File: src/rtl/ff_operand_feeder.sv
// ff_operand_feeder: buffers N operand triples (a, b, g) and streams them to a
// systolic multiplier. The b stream leads a and g by one cycle, and a flush
// cycle with done=1 ends each play.
module ff_operand_feeder #(
  parameter int WEIGHT = 8,
  parameter int N      = 21
) (
  input  logic              clk,
  input  logic              rst,
  input  logic              in_valid,
  output logic              in_ready,
  input  logic [WEIGHT-1:0] in_a,
  input  logic [WEIGHT-1:0] in_b,
  input  logic [WEIGHT-1:0] in_g,
  input  logic              start,
  output logic              ctr,
  output logic [WEIGHT:1]   ai,
  output logic [WEIGHT:1]   bi,
  output logic [WEIGHT:1]   gi,
  output logic              busy,
  output logic              done
);

  // The read index must reach N, so both indices share this width.
  localparam int IW = $clog2(N + 1);

  typedef enum logic [1:0] {
    IDLE  = 2'd0,
    FULL  = 2'd1,
    PLAY  = 2'd2,
    FLUSH = 2'd3
  } state_t;

  state_t state, state_d;

  logic [IW-1:0] w, w_d;        // write index while loading
  logic [IW-1:0] r, r_d;        // read index while playing, counts 0..N
  logic [IW-1:0] r_nxt;
  logic          load_en;

  logic [WEIGHT-1:0] ai_d, bi_d, gi_d;
  logic              ctr_d, busy_d, done_d;

  // Entry N is never written; it only keeps the array depth matched to IW.
  logic [WEIGHT-1:0] a_mem [0:N];
  logic [WEIGHT-1:0] b_mem [0:N];
  logic [WEIGHT-1:0] g_mem [0:N];

  // The buffer accepts only in IDLE; asynchronous reset forces IDLE.
  assign in_ready = (state == IDLE);
  assign r_nxt    = r + IW'(1);

  // State register.
  always_ff @(posedge clk or posedge rst) begin
    // NOTE: clocked state uses non-blocking (<=) so every register samples
    // pre-edge values regardless of statement order.
    if (rst) state <= IDLE;
    else     state <= state_d;
  end

  // Next-state, index and next-output logic.
  always_comb begin
    // NOTE: every variable gets a default first, so no path can leave one
    // unassigned and infer a latch.
    state_d = state;
    w_d     = w;
    r_d     = r;
    load_en = 1'b0;
    ai_d    = '0;
    bi_d    = '0;
    gi_d    = '0;
    ctr_d   = 1'b0;
    busy_d  = 1'b0;
    done_d  = 1'b0;
    unique case (state)
      IDLE: begin
        if (in_valid) begin
          load_en = 1'b1;
          if (w == IW'(N - 1)) begin
            state_d = FULL;
            w_d     = '0;
          end else begin
            w_d = w + IW'(1);
          end
        end
      end
      FULL: begin
        // start wins over in_valid: nothing is written outside IDLE.
        if (start) begin
          state_d = PLAY;
          r_d     = '0;
          bi_d    = b_mem[0];
          busy_d  = 1'b1;
        end
      end
      PLAY: begin
        busy_d = 1'b1;
        ctr_d  = 1'b1;
        if (r == IW'(N)) begin
          state_d = FLUSH;
          done_d  = 1'b1;
        end else begin
          r_d  = r_nxt;
          ai_d = a_mem[r];
          gi_d = g_mem[r];
          if (r != IW'(N - 1)) bi_d = b_mem[r_nxt];
        end
      end
      FLUSH: begin
        state_d = IDLE;
        r_d     = '0;
        w_d     = '0;
      end
      default: state_d = IDLE;
    endcase
  end

  // Indices and registered outputs.
  always_ff @(posedge clk or posedge rst) begin
    if (rst) begin
      w    <= '0;
      r    <= '0;
      ai   <= '0;
      bi   <= '0;
      gi   <= '0;
      ctr  <= 1'b0;
      busy <= 1'b0;
      done <= 1'b0;
    end else begin
      w    <= w_d;
      r    <= r_d;
      ai   <= ai_d;
      bi   <= bi_d;
      gi   <= gi_d;
      ctr  <= ctr_d;
      busy <= busy_d;
      done <= done_d;
    end
  end

  // Operand buffer write port.
  always_ff @(posedge clk) begin
    // NOTE: the buffer has no reset; the FSM never reads a word that has not
    // been rewritten since reset, and leaving it out keeps it a plain RAM.
    if (load_en) begin
      a_mem[w] <= in_a;
      b_mem[w] <= in_b;
      g_mem[w] <= in_g;
    end
  end

endmodule
File: config.mk
export PLATFORM = sky130hd
export DESIGN_NAME = ff_operand_feeder
export DESIGN_NICKNAME = d
export VERILOG_FILES = /design/src/rtl/ff_operand_feeder.sv
export SDC_FILE = /design/constraint.sdc
export NUM_CORES = 1
export LEC_CHECK = 0
export ABC_CLOCK_PERIOD_IN_PS = 7150
export CAP_MARGIN = 20
export CORE_ASPECT_RATIO = 1.2
export CORE_UTILIZATION = 45
export CTS_CLUSTER_DIAMETER = 150
export DETAILED_ROUTE_END_ITERATION = 6
export GPL_ROUTABILITY_DRIVEN = 0
export PLACE_DENSITY_LB_ADDON = 0.05
export SLEW_MARGIN = 15
export SYNTH_ARGS = -nofsm -noshare
export SYNTH_HDL_FRONTEND = slang
export SYNTH_SLANG_ARGS = --single-unit
export TNS_END_PERCENT = 10
File: constraint.sdc
create_clock -name clk -period 7.15 [get_ports clk]
set_clock_uncertainty 0.1 [all_clocks]
set_input_delay 0.715 -clock clk [delete_from_list [all_inputs] [get_ports clk]]
set_output_delay 0.715 -clock clk [all_outputs]
set_load 0.1 [all_outputs]
==> out/results.ini <==
[logic_synthesis]
synth_top_cell_by_area=edfxtp_1
synthDistinctLibCells=50
ys_async_sr_fraction_pct=6.878
synth_warnings=0
syn_avg_cell_area_sq_um=21.10
synth-edff-count=528
yosysMostFrequentCell=edfxtp_1
synthesis.nets=1091
synth_commonest_cells=edfxtp_1 (528), mux4_2 (114), mux2i_1 (49)
synthCells=1052
synth_area_sq_um=22190
synth_ff_type=edfxtp_1
yosysSeqAreaShare_pct=75.84
synth_area_leaders=edfxtp_1 (71%), mux4_2 (12%), dfrtp_1 (4.4%)
yosysTopAreaCellShare_pct=71.44
ys_seq_elements=567

[detailed_routing]
ant_nets=0
drt_iter0_markers=761
drt-total-wl_mm=54.18
wl_per_cell_microns=29.69
viasPerCell=5.826
dr_total_vias=10630
firstDrtPassIters=7
drc=0

[power]
ir_drop_uv=247.5
p_per_area_nw_per_um2=365.9
p_leak_uw=0.007891

[sta]
finalHoldViolCount=0
finalCritPeriodShare_pct=50.35
max_freq_ghz=0.2778
fin_crit_ns=3.600
slew_violations=0
relSlewSlack_pct=30.22
setup_violations=0
rsz0062_at_grt=no
setup_tns_ns=0
tightest_slew_ns=1.047

[grt]
grt.overflow.total=0
track_usage_pct=22.40
grt_max_degree=59
antenna_found_initial=3
grt_pass1_vias=10870
grt_first_pass_wirelength_mm=78.25

[floorplanning]
pin_count=56
coreArea_sq_um=48340
initial_core_util_pct=45.92
die_h_microns=245.3
die_x_microns=204.7
num_rows=88
die_area_sq_um=50220

[clock_network]
cts_tree=done
htreeDepth=2
cts.path.max_buffers=3
path_clk_slew_ns=0.06
cts_buffers=57
clock_latency_ns=0.61
cts_resized=0
cts_sinks=567
post-cts-setup-buffer-count=0
hold_buffers=0
cts-root-buf=clkbuf_16

[final_layout]
utilization_pct=52.57
drive_gt1_share_pct=24.85
fillers=3755
multi_input_area_sq_um=5100
regArea_sq_um=16840
num-nets-final=1186
area_growth_pct=14.48
antennaDiodeCount=0

[hold_path]
worstHoldPathType=reg2reg

[worst_setup_path]
worstSetupEndpointType=flip-flop
path_class=reg2reg
crit_chain=buf_4 -> buf_4 -> mux4_2 -> nor2b_1 -> a221oi_1 -> a221oi_1
cp_data_arrival_time_ns=3.96
startpoint_type=flip-flop
crit_path_max_fanout=52
slowest_stage=buf_4
cp_data_required_time_ns=7.51
max_stage_delay_ns=0.94

[placement]
dpl.hpwl_mm=28.64
port_buffers=55

[run]
maxCapViolations=0

[outcome]
status=complete, no violations

-- critical path: cells and delay by family (launching register included) --
kind                   cells  cell delay (ns)
buffers and inverters      2             1.67
muxes                      1             0.60
AOI/OAI and AO/OA          2             0.48
DFF                        1             0.44
and+or+nand+nor            1             0.14
-- stage by stage --
step	instance area (sq um)	cells	hold slack (ns)	setup WS [ns]	power, uW
3_5_place_dp	23610	1718	0.4548	3.434	6508
5_1_grt	25410	1825	0.5038	3.208	9663
6_report	25410	1825	0.4696	3.550	9297
2_1_floorplan	22190	1052	0.4168	3.653	5847
4_1_cts	25410	1825	0.4714	3.426	9407
3_3_place_gp	23590	1717	0.4503	3.431	6496
-- cell usage in the layout (no fill, tap or decap), types with 5 or more instances in the layout --
| master | n |
|---|---|
| a21oi_1 | 6 |
| a221oi_1 | 16 |
| buf_4 | 35 |
| clkbuf_1 | 24 |
| clkbuf_16 | 57 |
| clkbuf_8 | 7 |
| clkdlybuf4s50_1 | 55 |
| clkinv_2 | 8 |
| dfrtp_1 | 36 |
| edfxtp_1 | 528 |
| ha_1 | 10 |
| inv_1 | 9 |
| mux2_2 | 22 |
| mux2i_1 | 49 |
| mux4_1 | 5 |
| mux4_2 | 114 |
| nand2_1 | 33 |
| nand3_1 | 5 |
| nor2_4 | 22 |
| nor2b_1 | 12 |
| nor3b_2 | 7 |
| o21ai_0 | 27 |
| o21ai_1 | 25 |
| o22a_1 | 17 |
-- registers in the layout, summed over array words and instances, names as in the netlist --
name / count
bi: 8
w: 5
r: 5
gi: 8
ai: 8
b_mem: 176
a_mem: 176
busy: 1
g_mem: 176
done: 1
ctr: 1
state: 2
-- path summary, 6_finish.rpt --
path / slack [ns] / depth (start not counted) / start / to
worst max register to register: 3.55 / 6 / r[0] / bi[2]
worst min-delay path: 0.47 / 1 / w[0] / w[0]
worst max-delay path: 3.55 / 6 / r[0] / bi[2]
max in group asynchronous: 5.88 / 3 / rst / r[2]
worst min register to register: 0.47 / 1 / w[0] / w[0]
min in group asynchronous: 0.49 / 3 / rst / ai[8]
-- cell type report --
type                       count  area share [%]
clock buffer                  88           6.348
tap                          630           3.102
timing repair buffer          91           3.280
multi-input combinational    418           20.07
clock inverter                19          0.7337
inverter                      12          0.1773
sequential                   567           66.29
-- power by group --
part           internal, uW  switching (uW)
Combinational           960            1490
Sequential             3810             130
Clock                  1660            1240
Total                  6440            2860
-- kinds of logic (layout without fill, tap and decap cells) --
group / count (synthesis) / count (layout) / share of synthesized area, %
XOR/XNOR: 3 / 3 / 0.1522
multiplexers: 194 / 194 / 15.69
flip-flops: 567 / 567 / 75.84
buffers and inverters: 67 / 210 / 1.990
adder cells (fa/ha/maj): 11 / 11 / 0.6201
AND/OR/NAND/NOR: 106 / 106 / 2.543
AO/OA/AOI/OAI: 104 / 104 / 3.168
-- routing by layer --
metal | vias to the layer above | track usage [%] | wire [microns]
met4 | 4 | 7.046 | 1362
li1 | 4537 | - | -
met5 | - | 0 | 23
met2 | 291 | 36.46 | 26760
met3 | 79 | 3.240 | 2582
met1 | 5722 | 31.20 | 23450
Note: power is estimated with default switching activity, not from simulation.
